### config.mk
export PLATFORM = sky130hd
export DESIGN_NAME = uart_core_param
export DESIGN_NICKNAME = d
export VERILOG_FILES = /design/src/rtl/uart_core_param.sv
export SDC_FILE = /design/constraint.sdc
export NUM_CORES = 1
export LEC_CHECK = 0
export ABC_AREA = 1
export CAP_MARGIN = 20
export CORE_ASPECT_RATIO = 0.7
export CORE_MARGIN = 3
export CORE_UTILIZATION = 50
export CTS_BUF_LIST = sky130_fd_sc_hd__clkbuf_16
export DETAILED_ROUTE_END_ITERATION = 16
export PLACE_DENSITY = 0.72
export SYNTH_ARGS = -nofsm -noshare
export SYNTH_HDL_FRONTEND = slang
export SYNTH_SLANG_ARGS = --single-unit
export TNS_END_PERCENT = 20
### constraint.sdc
create_clock -name clk -period 5 [get_ports clk]
set_input_delay 1.25 -clock clk [delete_from_list [all_inputs] [get_ports clk]]
set_output_delay 1.25 -clock clk [all_outputs]
set_load 0.05 [all_outputs]
### src/rtl/uart_core_param.sv
// Parametrised full-duplex UART: shared oversampling tick, TX FIFO feeding a
// frame shifter, and an oversampled receiver with parity/framing checks.
module uart_core_param #(
  parameter int CLK_FREQ      = 50_000_000,
  parameter int BAUD          = 115200,
  parameter int OVERSAMPLE    = 16,
  parameter int DATA_BITS     = 8,
  parameter int TX_FIFO_DEPTH = 4
) (
  input  logic                 clk,
  input  logic                 reset,
  input  logic                 cfg_parity_en,
  input  logic                 cfg_parity_odd,
  input  logic                 cfg_two_stop,
  input  logic [DATA_BITS-1:0] tx_data,
  input  logic                 tx_valid,
  output logic                 tx_ready,
  output logic                 tx_busy,
  output logic                 txd,
  input  logic                 rxd,
  output logic [DATA_BITS-1:0] rx_data,
  output logic                 rx_valid,
  output logic                 rx_parity_err,
  output logic                 rx_frame_err
);

  localparam int DIV_RAW = CLK_FREQ / (BAUD * OVERSAMPLE);
  localparam int DIV     = (DIV_RAW < 1) ? 1 : DIV_RAW;
  localparam int DW      = (DIV > 1) ? $clog2(DIV) : 1;
  localparam int OW      = $clog2(OVERSAMPLE);
  localparam int BW      = (DATA_BITS > 1) ? $clog2(DATA_BITS) : 1;
  localparam int AW      = $clog2(TX_FIFO_DEPTH);
  localparam logic [OW-1:0] TICK_LAST = OW'(OVERSAMPLE - 1);
  localparam logic [OW-1:0] TICK_HALF = OW'(OVERSAMPLE / 2 - 1);
  localparam logic [BW-1:0] BIT_LAST  = BW'(DATA_BITS - 1);
  localparam logic [AW:0]   FIFO_FULL = (AW + 1)'(TX_FIFO_DEPTH);

  typedef enum logic [2:0] {S_IDLE, S_START, S_DATA, S_PARITY, S_STOP} state_t;

  logic [DW-1:0] div_cnt_reg;
  logic          tick;
  assign tick = (div_cnt_reg == DW'(DIV - 1));

  always_ff @(posedge clk) begin
    if (reset || tick) div_cnt_reg <= '0;
    else               div_cnt_reg <= div_cnt_reg + 1'b1;
  end

  logic [DATA_BITS-1:0] fifo_mem [TX_FIFO_DEPTH];
  logic [AW-1:0]        wr_ptr_reg, rd_ptr_reg;
  logic [AW:0]          count_reg;
  logic                 fifo_full, fifo_empty, fifo_push, tx_load;
  logic [DATA_BITS-1:0] fifo_head;

  assign fifo_full  = (count_reg == FIFO_FULL);
  assign fifo_empty = (count_reg == '0);
  assign fifo_push  = tx_valid && !fifo_full;
  assign fifo_head  = fifo_mem[rd_ptr_reg];
  assign tx_ready   = !fifo_full;

  always_ff @(posedge clk) begin
    if (fifo_push) fifo_mem[wr_ptr_reg] <= tx_data;
  end

  always_ff @(posedge clk) begin
    if (reset) begin
      wr_ptr_reg <= '0;
      rd_ptr_reg <= '0;
      count_reg  <= '0;
    end else begin
      if (fifo_push) wr_ptr_reg <= wr_ptr_reg + 1'b1;
      if (tx_load)   rd_ptr_reg <= rd_ptr_reg + 1'b1;
      case ({fifo_push, tx_load})
        2'b10:   count_reg <= count_reg + 1'b1;
        2'b01:   count_reg <= count_reg - 1'b1;
        default: count_reg <= count_reg;
      endcase
    end
  end

  // Transmitter: txd is registered from the next-state decode so it stays
  // aligned with the FSM state and glitch-free on the pin.
  state_t               tx_state_reg, tx_state_next;
  logic [OW-1:0]        tx_tick_reg, tx_tick_next;
  logic [BW-1:0]        tx_bit_reg, tx_bit_next;
  logic [DATA_BITS-1:0] tx_shift_reg, tx_shift_next;
  logic                 tx_par_en_reg, tx_par_en_next;
  logic                 tx_two_stop_reg, tx_two_stop_next;
  logic                 tx_par_bit_reg, tx_par_bit_next;
  logic                 txd_reg, txd_next;
  logic                 tx_bit_done;

  assign tx_bit_done = tick && (tx_tick_reg == TICK_LAST);

  always_comb begin
    tx_state_next    = tx_state_reg;
    tx_tick_next     = tx_tick_reg;
    tx_bit_next      = tx_bit_reg;
    tx_shift_next    = tx_shift_reg;
    tx_par_en_next   = tx_par_en_reg;
    tx_two_stop_next = tx_two_stop_reg;
    tx_par_bit_next  = tx_par_bit_reg;
    tx_load          = 1'b0;
    if (tick) tx_tick_next = tx_bit_done ? '0 : tx_tick_reg + 1'b1;
    case (tx_state_reg)
      S_IDLE:  tx_load = !fifo_empty;
      S_START: if (tx_bit_done) begin
        tx_state_next = S_DATA;
        tx_bit_next   = '0;
      end
      S_DATA: if (tx_bit_done) begin
        tx_shift_next = {1'b0, tx_shift_reg[DATA_BITS-1:1]};
        if (tx_bit_reg == BIT_LAST) begin
          tx_state_next = tx_par_en_reg ? S_PARITY : S_STOP;
          tx_bit_next   = '0;
        end else begin
          tx_bit_next = tx_bit_reg + 1'b1;
        end
      end
      S_PARITY: if (tx_bit_done) tx_state_next = S_STOP;
      S_STOP: if (tx_bit_done) begin
        if (tx_two_stop_reg && tx_bit_reg == '0) tx_bit_next = BW'(1);
        else if (!fifo_empty)                    tx_load = 1'b1;
        else                                     tx_state_next = S_IDLE;
      end
      default: tx_state_next = S_IDLE;
    endcase
    // Loading straight from the last stop bit keeps back-to-back frames gapless.
    if (tx_load) begin
      tx_state_next    = S_START;
      tx_tick_next     = '0;
      tx_bit_next      = '0;
      tx_shift_next    = fifo_head;
      tx_par_en_next   = cfg_parity_en;
      tx_two_stop_next = cfg_two_stop;
      tx_par_bit_next  = (^fifo_head) ^ cfg_parity_odd;
    end
    case (tx_state_next)
      S_START:  txd_next = 1'b0;
      S_DATA:   txd_next = tx_shift_next[0];
      S_PARITY: txd_next = tx_par_bit_next;
      default:  txd_next = 1'b1;
    endcase
  end

  always_ff @(posedge clk) begin
    if (reset) begin
      tx_state_reg    <= S_IDLE;
      tx_tick_reg     <= '0;
      tx_bit_reg      <= '0;
      tx_shift_reg    <= '0;
      tx_par_en_reg   <= 1'b0;
      tx_two_stop_reg <= 1'b0;
      tx_par_bit_reg  <= 1'b0;
      txd_reg         <= 1'b1;
    end else begin
      tx_state_reg    <= tx_state_next;
      tx_tick_reg     <= tx_tick_next;
      tx_bit_reg      <= tx_bit_next;
      tx_shift_reg    <= tx_shift_next;
      tx_par_en_reg   <= tx_par_en_next;
      tx_two_stop_reg <= tx_two_stop_next;
      tx_par_bit_reg  <= tx_par_bit_next;
      txd_reg         <= txd_next;
    end
  end

  assign txd     = txd_reg;
  assign tx_busy = (tx_state_reg != S_IDLE) || !fifo_empty;

  // Receiver. A start needs a 1->0 edge, so after a low stop bit the line
  // must go high again before a new frame can be detected.
  logic [1:0]           rx_sync_reg;
  logic                 rx_prev_reg, rxd_s, rx_fall, rx_sample;
  state_t               rx_state_reg, rx_state_next;
  logic [OW-1:0]        rx_tick_reg, rx_tick_next;
  logic [BW-1:0]        rx_bit_reg, rx_bit_next;
  logic [DATA_BITS-1:0] rx_shift_reg, rx_shift_next;
  logic                 rx_par_en_reg, rx_par_en_next;
  logic                 rx_par_odd_reg, rx_par_odd_next;
  logic                 rx_perr_pend_reg, rx_perr_pend_next;
  logic [DATA_BITS-1:0] rx_data_reg, rx_data_next;
  logic                 rx_valid_reg, rx_valid_next;
  logic                 rx_perr_reg, rx_perr_next;
  logic                 rx_ferr_reg, rx_ferr_next;

  assign rxd_s     = rx_sync_reg[1];
  assign rx_fall   = rx_prev_reg && !rxd_s;
  assign rx_sample = tick && (rx_tick_reg == ((rx_state_reg == S_START) ? TICK_HALF : TICK_LAST));

  always_comb begin
    rx_state_next     = rx_state_reg;
    rx_tick_next      = rx_tick_reg;
    rx_bit_next       = rx_bit_reg;
    rx_shift_next     = rx_shift_reg;
    rx_par_en_next    = rx_par_en_reg;
    rx_par_odd_next   = rx_par_odd_reg;
    rx_perr_pend_next = rx_perr_pend_reg;
    rx_data_next      = rx_data_reg;
    rx_valid_next     = 1'b0;
    rx_perr_next      = 1'b0;
    rx_ferr_next      = 1'b0;
    if (tick) rx_tick_next = rx_sample ? '0 : rx_tick_reg + 1'b1;
    case (rx_state_reg)
      S_IDLE: begin
        rx_tick_next = '0;
        if (rx_fall) begin
          rx_state_next     = S_START;
          rx_par_en_next    = cfg_parity_en;
          rx_par_odd_next   = cfg_parity_odd;
          rx_perr_pend_next = 1'b0;
        end
      end
      S_START: if (rx_sample) begin
        rx_state_next = rxd_s ? S_IDLE : S_DATA;
        rx_bit_next   = '0;
      end
      S_DATA: if (rx_sample) begin
        rx_shift_next = {rxd_s, rx_shift_reg[DATA_BITS-1:1]};
        if (rx_bit_reg == BIT_LAST) begin
          rx_state_next = rx_par_en_reg ? S_PARITY : S_STOP;
          rx_bit_next   = '0;
        end else begin
          rx_bit_next = rx_bit_reg + 1'b1;
        end
      end
      S_PARITY: if (rx_sample) begin
        rx_perr_pend_next = rxd_s ^ (^rx_shift_reg) ^ rx_par_odd_reg;
        rx_state_next     = S_STOP;
      end
      S_STOP: if (rx_sample) begin
        rx_valid_next = 1'b1;
        rx_data_next  = rx_shift_reg;
        rx_perr_next  = rx_perr_pend_reg;
        rx_ferr_next  = !rxd_s;
        rx_state_next = S_IDLE;
      end
      default: rx_state_next = S_IDLE;
    endcase
  end

  always_ff @(posedge clk) begin
    if (reset) begin
      rx_sync_reg      <= 2'b11;
      rx_prev_reg      <= 1'b1;
      rx_state_reg     <= S_IDLE;
      rx_tick_reg      <= '0;
      rx_bit_reg       <= '0;
      rx_shift_reg     <= '0;
      rx_par_en_reg    <= 1'b0;
      rx_par_odd_reg   <= 1'b0;
      rx_perr_pend_reg <= 1'b0;
      rx_data_reg      <= '0;
      rx_valid_reg     <= 1'b0;
      rx_perr_reg      <= 1'b0;
      rx_ferr_reg      <= 1'b0;
    end else begin
      rx_sync_reg      <= {rx_sync_reg[0], rxd};
      rx_prev_reg      <= rxd_s;
      rx_state_reg     <= rx_state_next;
      rx_tick_reg      <= rx_tick_next;
      rx_bit_reg       <= rx_bit_next;
      rx_shift_reg     <= rx_shift_next;
      rx_par_en_reg    <= rx_par_en_next;
      rx_par_odd_reg   <= rx_par_odd_next;
      rx_perr_pend_reg <= rx_perr_pend_next;
      rx_data_reg      <= rx_data_next;
      rx_valid_reg     <= rx_valid_next;
      rx_perr_reg      <= rx_perr_next;
      rx_ferr_reg      <= rx_ferr_next;
    end
  end

  assign rx_data       = rx_data_reg;
  assign rx_valid      = rx_valid_reg;
  assign rx_parity_err = rx_perr_reg;
  assign rx_frame_err  = rx_ferr_reg;

endmodule

==> key figures <==
Status
  – Status: finished, final reports clean

Final layout
  – Post-Route Utilization: 0.601
  – Max reg flops: 32
  – # nets final: 611
  – Most frequent cells in the layout: nand2_1 (124), nor2_1 (81), dfxtp_1 (71), inv_1 (54), o21ai_0 (44)
  – Antenna Cells: 0
  – Share of post-route cells with drive strength above 1: 0.0580
  – Syn-to-layout area delta: 13.9%
  – Top reg by flops: fifo_mem
  – Commonest non-fill, non-tap cell in the layout: nand2_1

Logic synthesis
  – Synth cell types: 38
  – Syn_nets: slightly below 600
  – Post-synthesis compound-gate area fraction: 0.110
  – Largest family of logic cells by synthesized area: simple AND/OR/NAND/NOR gates
  – Post-synthesis mux area share: 0
  – Main synth FF type: dfxtp_1
  – Simple-gate share of the synthesized area: 0.240
  – Async SR Flop Fraction: 0
  – Mapped Cells: between 500 and 600
  – Synth Cell Area: about 0.0046 sq mm
  – Synth Area in XOR/XNOR: 0.0267
  – Synth Warn #: 0
  – Mean Syn Cell Area: between 8 and 9 sq um
  – Post-synthesis sequential area ratio: 0.520
  – Adder-cell share of the synthesized area: 0.0426
  – Post-synth EDFFs: 32
  – Synth Register Bits: 103

Worst setup path
  – CP required: 3.75 ns
  – Crit Path Max Fanout: 4
  – CP max-delay cell: clkdlybuf4s50_1
  – WS Path Type: reg2out
  – Most Frequent Cell on Critical Path: nand2_1
  – Critical path arrival: 1.91 ns
  – Worst-path cell chain: inv_1, nand2_1, nor2_1, nand2_1, clkdlybuf4s50_1
  – Worst Setup Start Kind: flop
  – CP max stage delay: 0.72 ns
  – Critical path endpoint category: primary output

Timing
  – Max-slew violation count: 0
  – Peak Freq: ~0.32 GHz
  – Final Hold Violating Endpoints: 0
  – Final Setup Violations: 0
  – RSZ-0062 raised after global routing: false
  – Max_slew headroom: 0.428
  – Final worst path period need: 3.16 ns
  – TNS Setup: 0 ns
  – Final period utilization: 0.631
  – Slew @ Worst Pin: 0.858 ns
  – Clock Skews: roughly 0.0062 ns

Placed design
  – GPL Wtd Cong: 0.794
  – Port-buffer cells: 28
  – Placed wire-length estimate: roughly 6500 microns

Drt
  – DRC: 0
  – DR top layer: met4
  – Post-route ant nets: 0
  – DR WL/cell: around 13 microns
  – Met1 Wirelength: 4560 microns
  – Met3 wire len: between 400 and 500 microns
  – DRT Wirelength: approximately 9000 microns
  – DRT Pass-1 Iters: 5
  – WL met2: 4070 microns
  – Via density: 5.10
  – Violation count after the first detailed-route iteration: between 300 and 400
  – Vias: 3,601

Floorplanning
  – Initial Util: 0.528
  – Chip width: between 100 and 150 microns
  – Die ar.: 0.0104 sq mm
  – Number of I/O pins: 29
  – Chip height: roughly 86 microns
  – Row cnt: 28
  – Core Region: 0.00869 sq mm

Power and ir drop
  – Max IR drop VDD: 0.270 mV
  – Power Dens Cells: 494 mW/mm^2
  – Leakage power: 0.00219 uW

Clocking
  – Total CTS buffers: 9
  – Root Driver: clkbuf_16
  – Postcts setup bufs: 0
  – Hold buffers post-CTS: 0
  – CTS Sinks: 103
  – Htree depth: 3
  – CTS Buffer Depth: 2
  – Clk slew on worst S/H paths: 0.07 ns
  – PostCTS Resize Cnt: 0
  – CTS tree: built
  – Clk Latency, worst-skew pair: ~0.34 ns

Global routing
  – Vias in the first global route: 3,393
  – First-pass GRT wire length: 15,700 microns
  – Overall Global Routing Usage: 0.190
  – Largest net degree at the start of global routing: 36
  – Initial antenna violation count: 0
  – Grt total ovfl: 0

Job
  – Number of max-cap violations: 0

Worst hold path
  – HP Class: reg2reg
[through the flow]
step | hold slack [ns] | power, uW | instances | setup slack, ns | instance area [sq um]
2_1_floorplan | 0.389 | 1760 | 552 | 2.45 | 4580
3_3_place_gp | 0.399 | 1920 | 690 | 1.81 | 4960
3_5_place_dp | 0.409 | 1950 | 690 | 1.76 | 4960
4_1_cts | 0.430 | 2590 | 706 | 1.83 | 5220
5_1_grt | 0.444 | 2780 | 706 | 1.58 | 5220
6_report | 0.420 | 2580 | 706 | 1.84 | 5220
[Yosys cell counts (3+ instances only)]
master    count  area share
a211oi_1      5      0.0082
a21oi_1      34       0.037
clkbuf_1      4      0.0033
dfxtp_1      71        0.31
edfxtp_1     32        0.21
ha_1         14       0.038
inv_1        52       0.043
inv_2         4      0.0033
nand2_1     124        0.10
nand2_2       3      0.0041
nand3_1      35       0.038
nor2_1       81       0.066
nor3_1        5      0.0055
o21ai_0      44       0.048
or2_2         3      0.0041
xnor2_1       6       0.011
xor2_1        8       0.015
[worst max-delay path: cells and delay by family (launching register included)]
family                 cells  cell delay [ns]
buffers and inverters      2             0.81
DFF                        1             0.32
and+or+nand+nor            3             0.42
[final cells by class]
class	instances	area, sq um
sequential	103	2380
clock inverter	7	41.3
multi-input combinational	381	1920
tap	120	150
inverter	57	214
clock buffer	9	225
fill	792	3470
timing repair buffer	29	288
[logic make-up (layout without fill, tap and decap cells)]
group,count (synthesis),count (layout)
XOR/XNOR,14,14
AND/OR/NAND/NOR,260,260
flip-flops,103,103
AO/OA/AOI/OAI,92,92
buffers and inverters,68,102
adder cells (fa/ha/maj),15,15
[per-layer routing]
| metal | up-vias | track usage |
|---|---|---|
| met5 | - | 0 |
| met4 | 0 | 0.0401 |
| met3 | 8 | 0.0501 |
| met2 | 68 | 0.295 |
| met1 | 1665 | 0.269 |
| li1 | 1860 | - |
[path summary, 6_finish.rpt]
check / start / endpoint / slack [ns] / depth (start not counted)
worst min register to register: rx_sync_reg[0]$_SDFF_PP1_ / rx_sync_reg[1]$_SDFF_PP1_ / 0.42 / 1
worst min-delay path: rx_sync_reg[0]$_SDFF_PP1_ / rx_sync_reg[1]$_SDFF_PP1_ / 0.42 / 1
worst max-delay path: tx_state_reg[0]$_SDFF_PP0_ / tx_busy / 1.84 / 5
worst max register to register: div_cnt_reg[0]$_SDFF_PP0_ / count_reg[2]$_SDFFE_PP0P_ / 1.90 / 15
[report_power, final]
| part | total [uW] | internal [uW] | switching [uW] |
|---|---|---|---|
| logic | 885 | 276 | 609 |
| clock network | 628 | 334 | 294 |
| registers | 1070 | 987 | 81.5 |
Note: power is estimated with default switching activity, not from simulation.
